[config.mk]
export PLATFORM = sky130hd
export DESIGN_NAME = jt12_pow2_lin
export DESIGN_NICKNAME = d
export VERILOG_FILES = /design/src/rtl/jt12_pow2_lin.sv
export SDC_FILE = /design/constraint.sdc
export NUM_CORES = 1
export LEC_CHECK = 0
export BUFFER_PORTS_ARGS = -buffer_cell sky130_fd_sc_hd__buf_2
export CAP_MARGIN = 30
export CORE_UTILIZATION = 30
export DETAILED_ROUTE_END_ITERATION = 6
export PLACE_DENSITY_LB_ADDON = 0.12
export SLEW_MARGIN = 20
export SYNTH_ARGS = -nofsm -noshare
export SYNTH_HDL_FRONTEND = slang
export SYNTH_SLANG_ARGS = --single-unit
[constraint.sdc]
create_clock -name clk -period 3.5 [get_ports clk]
set_clock_uncertainty 0.15 [all_clocks]
set_input_delay 0.35 -clock clk [delete_from_list [all_inputs] [get_ports clk]]
set_output_delay 0.35 -clock clk [all_outputs]
set_load 0.02 [all_outputs]
[src/rtl/jt12_pow2_lin.sv]
// jt12_pow2_lin: log-domain attenuation to linear operator sample.
// Adds log-sine and scaled envelope, looks up 2^x mantissa, shifts by integer part.
//
// Ports:
//   rst_n      async active-low reset
//   clk        core clock
//   clk_en     pipeline advance enable (all state holds when low)
//   din_valid  input sample valid
//   logsin     12-bit log-sine attenuation, 4.8 fixed point, 0 = full scale
//   sign       waveform sign, 1 = negative half cycle
//   eg_att     envelope attenuation, 0 = loudest
//   dout_valid output sample valid
//   dout       14-bit linear sample, one's-complement sign encoding
module jt12_pow2_lin #(
    parameter int EG_W     = 10,
    parameter int EG_SHIFT = 2
) (
    input  logic            rst_n,
    input  logic            clk,
    input  logic            clk_en,
    input  logic            din_valid,
    input  logic [11:0]     logsin,
    input  logic            sign,
    input  logic [EG_W-1:0] eg_att,
    output logic            dout_valid,
    output logic [13:0]     dout
);

    typedef struct packed {
        logic        v;
        logic        sign;
        logic [12:0] att;
    } s1_t;

    typedef struct packed {
        logic        v;
        logic        sign;
        logic [4:0]  shf;
        logic [9:0]  mant;
    } s2_t;

    // Fractional part of 2^x, x = i/256, scaled to 10 bits.
    // Evaluated only at elaboration to build the constant table.
    function automatic logic [9:0] pow2_entry(input int i);
        real r;
        r = 1024.0 * (2.0 ** (real'(i) / 256.0) - 1.0);
        return 10'($rtoi(r + 0.5));
    endfunction

    logic [9:0] rom [256];

    for (genvar g = 0; g < 256; g++) begin : g_rom
        localparam logic [9:0] VAL = pow2_entry(g);
        assign rom[g] = VAL;
    end

    s1_t s1;
    s2_t s2;

    logic [12:0] sum;
    logic [7:0]  rom_idx;
    logic [12:0] ext;
    logic [12:0] mag;

    // The sum never exceeds 0x1FFB, so 13 bits cannot overflow.
    assign sum = 13'(logsin) + (13'(eg_att) << EG_SHIFT);

    // Fraction is attenuation, so the table is read backwards.
    assign rom_idx = ~s1.att[7:0];

    // Implicit leading one, two guard bits; shifts of 13+ drain to 0.
    assign ext = {1'b1, s2.mant, 2'b00};
    assign mag = ext >> s2.shf;

    always_ff @(posedge clk or negedge rst_n) begin
        if (!rst_n) begin
            s1 <= '0;
        end else if (clk_en) begin
            s1.v    <= din_valid;
            s1.sign <= sign;
            s1.att  <= sum;
        end
    end

    always_ff @(posedge clk or negedge rst_n) begin
        if (!rst_n) begin
            s2 <= '0;
        end else if (clk_en) begin
            s2.v    <= s1.v;
            s2.sign <= s1.sign;
            s2.shf  <= s1.att[12:8];
            s2.mant <= rom[rom_idx];
        end
    end

    // Data path is not gated by valid: bubbles still update dout.
    always_ff @(posedge clk or negedge rst_n) begin
        if (!rst_n) begin
            dout       <= '0;
            dout_valid <= 1'b0;
        end else if (clk_en) begin
            dout       <= s2.sign ? ~{1'b0, mag} : {1'b0, mag};
            dout_valid <= s2.v;
        end
    end

endmodule

Word level (Yosys, flattened, before mapping)

Memories as Yosys holds them, arrays and structs flattened. A register that Yosys moved wholly into a read port is not among the register bits.
Index checks and enable logic that the tools add are counted.

Register bits after elaboration: 37
Memory bits (read-only): 2560
Input bits: 27
Output and inout port bits: 15
Logic and storage cells: 16
Memories kept: 1

Add/sub/neg operators: 1
Shift-type cells: 1
Mux-type cells: 1
Bitwise gates (word level): 3
Reductions and logical operators: 1

Memories:

| name            | words | width | rd ports | clocked after memory_dff | write ports | line | text |
|---|---|---|---|---|---|---|---|
| (no name shown) | 256   | 10    | 1        | 1                        | 0           | 92   | `s2.mant <= rom[rom_idx];` |

Operators by type and width:

| cell                                           | number |
|---|---|
| 14-bit 2-to-1 mux                              | 1 |
| 13-bit inverter with 14-bit output             | 1 |
| 12-bit by 12-bit adder with 13-bit output      | 1 |
| 13-bit by 5-bit right shift with 13-bit output | 1 |
| 8-bit inverter with 9-bit output               | 1 |
| 8-bit inverter                                 | 1 |
| 1-bit logical NOT                              | 1 |

Depth between registers and ports, before layout

Gate-level depths: netlist of run 1.

Depth in word-level cells: 3
Depth in mapped cells: 10
Depth with buffers taken out: 9

Least setup slack after synthesis of run 1

Ideal clock, no wire load.

Kind: register to register
Start point: register s1[1] (netlist bit)
End point: register ext[3] (netlist name)
Setup time: 126 ps
Data arrival time: 2489 ps
Required time: 3224 ps
Setup slack: 735 ps
Stages on the path, launching flop included: 10
Buffers on the path: 1
Clock period less this slack: 2765 ps
Cells stage by stage: dfrtp_1 -> clkbuf_1 -> inv_1 -> ha_1 -> or2b_1 -> nand2_1 -> mux4_2 -> nor3_2 -> a2111oi_0 -> a221o_1

Cells in the longest elaborated chain, start to end: 2

Ends and longest elaborated chain:

| what                                                   | line | text |
|---|---|---|
| from (decl)                                            | 57   | `s1_t s1;` |
| 8-bit inverter                                         | 69   | `assign rom_idx = ~s1.att[7:0];` |
| 8-bit inverter with 9-bit output (not written as such) | 92   |  |

Every way passes these cells.
A chain may end at the register's enable or synchronous reset.

Worst setup path in the final report of run 1

Start point: register s1[0] (netlist bit)
End point: register ext[3] (netlist name)

Cells in the longest elaborated chain, start to end: 2

Ends and longest elaborated chain:

| what                                                   | line |
|---|---|
| 8-bit inverter                                         | 69 |
| 8-bit inverter with 9-bit output (not written as such) | 92 |

Every way passes these cells.

==> flow_metrics.tcl, run 1 <==
set metrics [dict create \
    gp_congestion 0.898 \
    comb_power_share 0.538 \
    worstSetupPathType "reg2reg" \
    yosys_warnings 0 \
    cts_setup_buffers 0 \
    finalPower_mw 3.27 \
    wl_met1_mm 8.09 \
    die_x_um 134 \
    dieArea_um2 17900 \
    cts_resized 0 \
    drtIter0Drc 442 \
    ys_top_cells_by_count "59 x a21oi_1, 58 x o21ai_0, 57 x nand2_1, 56 x nor2_1, 47 x dfrtp_1" \
    sw_frac_of_total 0.455 \
    power.density_nw_per_um2 569 \
    synth_seq_cells 47 \
    clk_path_buf_depth 2 \
    synth_area_leaders "dfrtp_1 23%, ha_1 6.0%, a21oi_1 5.7%" \
    endpoint_kind "flip-flop" \
    synth_area_um2 5220 \
    antenna_found_initial 0 \
    slew_headroom 0.518 \
    drt_wl_total_mm 17.4 \
    clock-root-buffer "clkbuf_16" \
    synthMostInstantiatedCell "a21oi_1" \
    required_ns 3.54 \
    clkSinkCount 47 \
    synth_compound_area_frac 0.298 \
    met2_length_mm 7.81 \
    fin_nets 722 \
    top_layer "met4" \
    cts_tree "yes" \
    p_clk_frac 0.173 \
    synthFlopType "dfrtp_1" \
    synth_top_cell_area_share 0.225 \
    clk_pin_slew_ns 0.07 \
    insertion_delay_ns 0.30 \
    status "finished, final reports clean" \
    coreArea_um2 16800 \
    dr.pass1.iters 5 \
    drc 0 \
    syn-num-nets 716 \
    synthAdderAreaFrac 0.0638 \
    setup_viol 0 \
    vias 5242 \
    cp_max_fo 16 \
    rsz0062_at_grt "false" \
    hold_viol_final 0 \
    yosys.cell_types.count 69 \
    port_buffers 41 \
    synth_edf_count 0 \
    htree_levels 2 \
    grt_pass1_wl_mm 28.0 \
    synth_xor_area_frac 0.0285 \
    yosys.area_share.simple 0.188 \
    num_rows 47 \
    muxShareOfSynthArea 0.116 \
    fin_crit_sh 0.879 \
    cap_viol_max_count 0 \
    io_pins 42 \
    max_freq_mhz 325 \
    worstPathArrival_ns 3.11 \
    diodes 0 \
    min_period_ns 3.08 \
    grt-ovfl-total 0 \
    async_reset_ff_frac 1.00 \
    viasPerCell 5.89 \
    numCtsBuffers 5 \
    worst_pin_slew_ns 0.723 \
    grt_max_degree 70 \
    ys_seq_area_frac 0.225 \
    fin_hold_ws_ns 0.112 \
    start_util 0.311 \
    p_int_mw 1.78 \
    synth_top_family_by_area "compound AO/OA/AOI/OAI gates" \
    grt_pass1_vias 5008 \
    syn_avg_cell_area_um2 7.87 \
    synthCells 663 \
    cp-start-kind "flip-flop" \
    hold_path_class "in2reg" \
    fin_setup_tns_ns 0 \
    place_hpwl_mm 12.5 \
    switchingPower_mw 1.49 \
    worst_ir_drop_vdd_mv 0.233 \
    die_height_um 134 \
    layout-drive-gt1-share 0.173 \
    yosysTopAreaCell "dfrtp_1" \
    avgRoutedWirePerCell_um 19.5 \
    sequentialPowerShare 0.289 \
    p_leak_nw 2.26 \
    postRouteAntennaNets 0 \
    routed-wl-met3_mm 1.11 \
    finalMaxSlewViolations 0 \
    grt_use_total 0.197 \
    synthToLayoutAreaGrowth_pct 10.2 \
]
[state kept, by name (all words and copies together), names as in the netlist]
name        cells
s1             15
dout           14
ext            10
s2              7
dout_valid      1
[through the flow]
stage | instances | utilization | worst slack, ns | cell area, um2
global route | 890 | 0.343 | 0.155 | 5750
global placement | 881 | 0.332 | 0.567 | 5570
CTS | 890 | 0.343 | 0.461 | 5750
floorplan | 663 | - | 0.735 | 5220
finish | 890 | 0.343 | 0.422 | 5750
detailed placement | 881 | 0.332 | 0.464 | 5570
[metal layers]
layer | up-vias | track usage
met2 | 192 | 0.299
met3 | 31 | 0.0325
met1 | 2540 | 0.280
li1 | 2479 | -
met5 | - | 0
met4 | 0 | 0.0676
[layout by cell type, fill, tap and decap left out, drive strengths merged, types with 4 or more instances in the layout]
master,count
and2,4
nand2b,12
a22oi,4
o211ai,15
nor2,56
mux2,19
inv,25
xnor2,8
o311ai,10
o21ai,58
xor2,9
a2111oi,4
nand3b,4
a31oi,8
mux2i,14
o22ai,4
a21o,4
nand2,57
nor4,5
mux4,11
clkbuf,5
o2111ai,7
a21oi,59
dfrtp,47
buf,65
nand4,6
a221oi,7
nand3,13
a211oi,19
ha,25
o21a,5
nor2b,14
a32oi,4
nor3,15
[power by group through the flow]
stage,registers [mW],clock network [mW],logic (mW)
after floorplan,0.871,0,1.34
after global placement,0.950,0,1.75
after detailed placement,0.956,0,1.73
after CTS,0.947,0.588,1.74
after global routing,0.981,0.611,1.92
final,0.944,0.568,1.76
[layout make-up]
type	count	area [um2]
clock buffer	5	125
sequential	47	1180
clock inverter	3	46.3
timing repair buffer	66	408
multi-input combinational	525	3620
tap	220	275
inverter	24	90.1
fill	1773	11000
[cells by family (layout without fill, tap and decap cells)]
logic type      Yosys count  count (layout)
flops                    47              47
simple gates            202             202
buf+inv                  91              98
compound gates          236             236
fa+ha+maj                26              26
mux                      44              44
xor+xnor                 17              17
[repair_timing]
item / in CTS / in global routing
hold endpoints to repair: 19 / 0
hold buffers: 1 / 0
setup endpoints to repair: 0 / 0
[worst paths after layout]
check | from | endpoint | slack, ns | depth (start not counted)
max in group asynchronous | rst_n | s2[13] | 2.09 | 3
min | logsin[1] | s1[1] | 0.11 | 3
min in group asynchronous | rst_n | dout[6] | 0.48 | 2
min reg2reg | dout[13] | dout[13] | 0.33 | 1
max | s1[0] | ext[3] | 0.42 | 8
max reg2reg | s1[0] | ext[3] | 0.42 | 8
[worst max-delay path: stages (launching register included)]
cell	delay, ns
dfrtp_1	0.57
inv_1	0.21
ha_1	0.64
and2_0	0.35
a21oi_1	0.10
mux4_2	0.47
nor3_2	0.11
a2111oi_0	0.08
a221o_1	0.28
(Power assumes the default switching activity.)
==> run 2: changes to the inputs <==
clock period = 2.75 ns   (was 3.5 ns; I/O delays follow)
==> run 2 against run 1 <==
  * Highest routed layer unchanged
  * Combinational power grew 34%
  * Non-clock buffer count grew 20
  * Setup slack lost 0.26 ns
  * Power grew 28%
  * Clock-buffer cell count grew 1
  * First-iteration DRC count grew 30%
  * Routed wire length grew 0.57%
  * Largest cell class unchanged
==> flow_metrics.tcl, run 2 (synthesis results as in run 1) <==
set metrics [dict create \
    cp_max_fo 11 \
    hold_viol_final 0 \
    drt_wl_total_mm 17.5 \
    start_util 0.311 \
    final_common_cell "a21oi_1" \
    cts_setup_buffers 0 \
    drc 0 \
    fin_crit_sh 0.940 \
    grt_max_degree 90 \
    fin_setup_tns_ns 0 \
    dieArea_um2 17900 \
    min_period_ns 2.59 \
    finalMaxSlewViolations 0 \
    fillers 1791 \
    finalPower_mw 4.19 \
    cts_tree "yes" \
    reg2reg_from "s1[0]" \
    rsz0062_at_grt "false" \
    clk_path_buf_depth 2 \
    fin_nets 742 \
    diodes 0 \
    vias 5302 \
    layout-drive-gt1-share 0.199 \
    endpoint_kind "flip-flop" \
    worstSetupPathType "reg2reg" \
    grt_pass1_wl_mm 27.9 \
    layout_common_cells "59 x a21oi_1, 58 x o21ai_0, 57 x nand2_1" \
    postRouteAntennaNets 0 \
    min-delay-start "logsin[1]" \
    worst_ir_drop_vdd_mv 0.304 \
    clock-root-buffer "clkbuf_16" \
    worstPathArrival_ns 2.59 \
    coreArea_um2 16800 \
    numCtsBuffers 5 \
    cp-start-kind "flip-flop" \
    htree_levels 2 \
    slew_headroom 0.506 \
    setup_viol 0 \
    place_inst 901 \
    critPathSlowestCell "or2_2" \
    die_x_um 134 \
    gp_congestion 0.912 \
    io_pins 42 \
    reg2reg_depth 7 \
    r2r_end "ext[2]" \
    top_register "s1" \
    max_freq_mhz 387 \
    grt-ovfl-total 0 \
    startpoint "s1[0]" \
    grt_pass1_vias 5034 \
    cap_viol_max_count 0 \
    clkSinkCount 47 \
    insertion_delay_ns 0.30 \
    required_ns 2.75 \
    avgRoutedWirePerCell_um 19.2 \
    final_cell_count_no_fill 910 \
    viasPerCell 5.83 \
    die_height_um 134 \
    path_cells "buf_4 -> ha_1 -> or2_2 -> a211oi_1 -> a31oi_1 -> o211ai_1 -> o221ai_1" \
    hold_path_class "in2reg" \
    largest_reg_flops 15 \
    fin_hold_ws_ns 0.0378 \
    worst_pin_slew_ns 0.741 \
    status "finished, final reports clean" \
    grt_use_total 0.197 \
    cpPeakStageDelay_ns 0.43 \
    clk_pin_slew_ns 0.07 \
    num_rows 47 \
    synthToLayoutAreaGrowth_pct 13.5 \
    antenna_found_initial 0 \
    hold_path_end "s1[1]" \
    place_hpwl_mm 12.7 \
    reg2reg_slack_ns 0.16 \
    power.density_nw_per_um2 708 \
    dr.pass1.iters 5 \
    p_leak_nw 2.36 \
    port_buffers 41 \
    drtIter0Drc 575 \
    min_path_cells 3 \
]
run 2: cell count changes in the layout (fill, tap and decap cells not counted), sizes merged:
cell    delta
inv        -1
clkinv     +1
buf       +20
bufinv     -1
clkbuf     +1
run 2: worst max-delay path by stage:
| stage | cells after the start | end | slack [ns] |
|---|---|---|---|
| finish | 7 | ext[2] | 0.16 |
| global route | 9 | ext[3] | 0.06 |
| CTS | 6 | dout[3] | 0.23 |
| detailed placement | 6 | dout[3] | 0.24 |
| global placement | 7 | ext[2] | 0.16 |
| floorplan | 9 | ext[3] | 0.08 |
run 2: what timing repair did:
item	4_1_cts	5_1_grt
setup endpoints to repair	0	1
resized for setup	0	1
hold buffers	1	0
endpoints found under the hold margin	47	0
run 2: metrics by stage:
| step | worst slack, ns | area [um2] | utilization |
|---|---|---|---|
| floorplan | 0.0801 | 5220 | - |
| global placement | 0.164 | 5750 | 0.343 |
| detailed placement | 0.237 | 5750 | 0.343 |
| CTS | 0.231 | 5920 | 0.353 |
| global route | 0.0599 | 5920 | 0.353 |
| finish | 0.164 | 5920 | 0.353 |
run 2: routing by layer:
| metal | wire (um) | vias up | part of all wire | GRT usage |
|---|---|---|---|---|
| met5 | 0 | - | 0 | 0 |
| met4 | 445 | 0 | 0.025 | 0.0663 |
| met3 | 1220 | 39 | 0.070 | 0.0420 |
| met2 | 7920 | 207 | 0.45 | 0.301 |
| met1 | 7880 | 2530 | 0.45 | 0.274 |
| li1 | - | 2526 | - | - |
run 2: cell type report:
class,instances,area (um2),area share
flip-flops and latches,47,1180,0.199
inverters,24,90.1,0.0152
multi-input cells,525,3620,0.612
clock inverters,2,16.3,0.00275
repair buffers,86,596,0.101
well taps,220,275,0.0465
clock buffers,6,139,0.0235
run 2: report_power, final:
group	internal [mW]	leakage [nW]	switching (mW)	total, mW
Combinational	1.03	1.74	1.32	2.36
Sequential	0.885	0.547	0.298	1.18
Clock	0.364	0.0731	0.289	0.653
run 2: worst max-delay path: cells and delay by family, from the launching register on:
kind | cells | cell delay, ns
adder cells (fa/ha/maj) | 1 | 0.41
flip-flops | 1 | 0.37
AND/OR/NAND/NOR | 1 | 0.43
buffers and inverters | 1 | 0.18
AO/OA/AOI/OAI | 4 | 0.89
==> run 3: changes to the inputs <==
clock period = 3.02 ns   (was 2.75 ns; I/O delays follow)
==> run 3 against run 2 <==
  * Sequential cell count is the same
  * Largest power group unchanged
  * Clock power grew 2%
  * Global-route usage grew 0.64 points
  * Largest cell class unchanged
  * Critical endpoint is now ext[5]
  * Sequential power shrank 8%
  * Power shrank 7.4%
  * Via count grew 0.74%
  * Utilization shrank 0.40 points
  * Critical path type unchanged
==> flow_metrics.tcl, run 3 (synthesis results as in run 1) <==
set metrics [dict create \
    top_register "s1" \
    worst_pin_slew_ns 0.763 \
    place_ws_ns 0.355 \
    vias 5341 \
    htree_levels 2 \
    required_ns 3.03 \
    cts_resized 0 \
    io_pins 42 \
    finalPower_mw 3.88 \
    clock-root-buffer "clkbuf_16" \
    crit_top_cell "buf_4" \
    setup_viol 0 \
    hold_viol_final 0 \
    path_cells "buf_4 -> ha_1 -> a21oi_1 -> o21ai_0 -> o211ai_1 -> a2111oi_0 -> buf_4 -> nor4_1" \
    grt_max_degree 86 \
    place_inst 889 \
    grt_use_met3 0.0317 \
    cts_tree "yes" \
    critPathSlowestCell "a2111oi_0" \
    dr.pass1.iters 5 \
    final_cell_count_no_fill 898 \
    cp_max_fo 17 \
    clk_path_buf_depth 2 \
    gp_congestion 0.928 \
    fin_crit_sh 0.938 \
    grt_use_total 0.204 \
    hold_path_class "in2reg" \
    critPathTopFamily "compound AO/OA/AOI/OAI gates" \
    die_height_um 134 \
    final_area_um2 5850 \
    drc 0 \
    slew_headroom 0.491 \
    port_buffers 41 \
    drt_wl_total_mm 17.9 \
    fin_util 0.349 \
    power.density_nw_per_um2 663 \
    r2r_end "ext[5]" \
    start_util 0.311 \
    cp_num_buf_inv 2 \
    worst_ir_drop_vdd_mv 0.254 \
    reg2reg_depth 8 \
    insertion_delay_ns 0.30 \
    drtIter0Drc 575 \
    grtUsageMet1 0.286 \
    postLayoutSetupSlackWorst_ns 0.188 \
    rsz0062_at_grt "false" \
    clk_pin_slew_ns 0.07 \
    finalMaxSlewViolations 0 \
    worstPathArrival_ns 2.84 \
    grt_use_met2 0.316 \
    viasPerCell 5.95 \
    worstSetupPathType "reg2reg" \
    clkSinkCount 47 \
    dieArea_um2 17900 \
    p_leak_nw 2.32 \
    cap_viol_max_count 0 \
    postRouteAntennaNets 0 \
    die_x_um 134 \
    fin_setup_tns_ns 0 \
    max_freq_mhz 353 \
    largest_reg_flops 15 \
    fin_nets 730 \
    coreArea_um2 16800 \
    layout_common_cells "59 x a21oi_1, 58 x o21ai_0, 57 x nand2_1" \
    antenna_found_initial 0 \
    avgRoutedWirePerCell_um 19.9 \
    grt-ovfl-total 0 \
    synthToLayoutAreaGrowth_pct 12.2 \
    startpoint "s1[1]" \
    cp-start-kind "flip-flop" \
    dpl_cell_area_um2 5680 \
    reg2reg_slack_ns 0.19 \
    final_common_cell "a21oi_1" \
    grt_pass1_vias 5169 \
    min_period_ns 2.83 \
    fin_hold_ws_ns 0.0741 \
    num_rows 47 \
    numCtsBuffers 5 \
    grt_pass1_wl_mm 28.8 \
    crit_cells 8 \
    endpoint "ext[5]" \
    endpoint_kind "flip-flop" \
    place_hpwl_mm 12.6 \
    reg2reg_from "s1[1]" \
    busiest_layer "met2" \
    status "finished, final reports clean" \
    layout-drive-gt1-share 0.183 \
    diodes 0 \
    cpPeakStageDelay_ns 0.63 \
]
[run 3: final cells by class]
type	instances	area, um2
clock buffers	5	125
clock inverters	3	43.8
fillers	1765	10900
inverters	24	90.1
multi-input cells	525	3620
flip-flops and latches	47	1180
well taps	220	275
repair buffers	74	518
[run 3: worst reg2reg max path: stages, from the launching register on]
cell and delay (ns):
dfrtp_1 0.35, buf_4 0.23, ha_1 0.54, a21oi_1 0.17, o21ai_0 0.19, o211ai_1 0.15
a2111oi_0 0.63, buf_4 0.22, nor4_1 0.05
[run 3: how the worst min path moves through the flow]
stage / to / startpoint / slack (ns) / cells after the start
after floorplan: dout[0] / rst_n / -0.14 / 0
after global placement: ext[5] / rst_n / 0.26 / 1
after detailed placement: dout[10] / rst_n / 0.27 / 1
after CTS: s1[13] / sign / 0.07 / 2
after global routing: s1[13] / sign / 0.08 / 2
final: s1[0] / logsin[0] / 0.07 / 3
[run 3: layer usage]
metal | routed length (um) | vias up
li1 | - | 2501
met1 | 8200 | 2569
met2 | 8120 | 239
met3 | 1170 | 32
met4 | 412 | 0
met5 | 0 | -
[run 3: repair_timing]
action                                 4_1_cts  5_1_grt
hold buffers                                 1        0
setup buffers                                0        0
endpoints found under the hold margin       25        0
[run 3: where the power goes]
part | leakage, nW | total [mW] | switching [mW] | internal (mW)
Combinational | 1.69 | 2.13 | 1.21 | 0.918
Clock | 0.0838 | 0.668 | 0.276 | 0.392
Sequential | 0.547 | 1.08 | 0.279 | 0.806
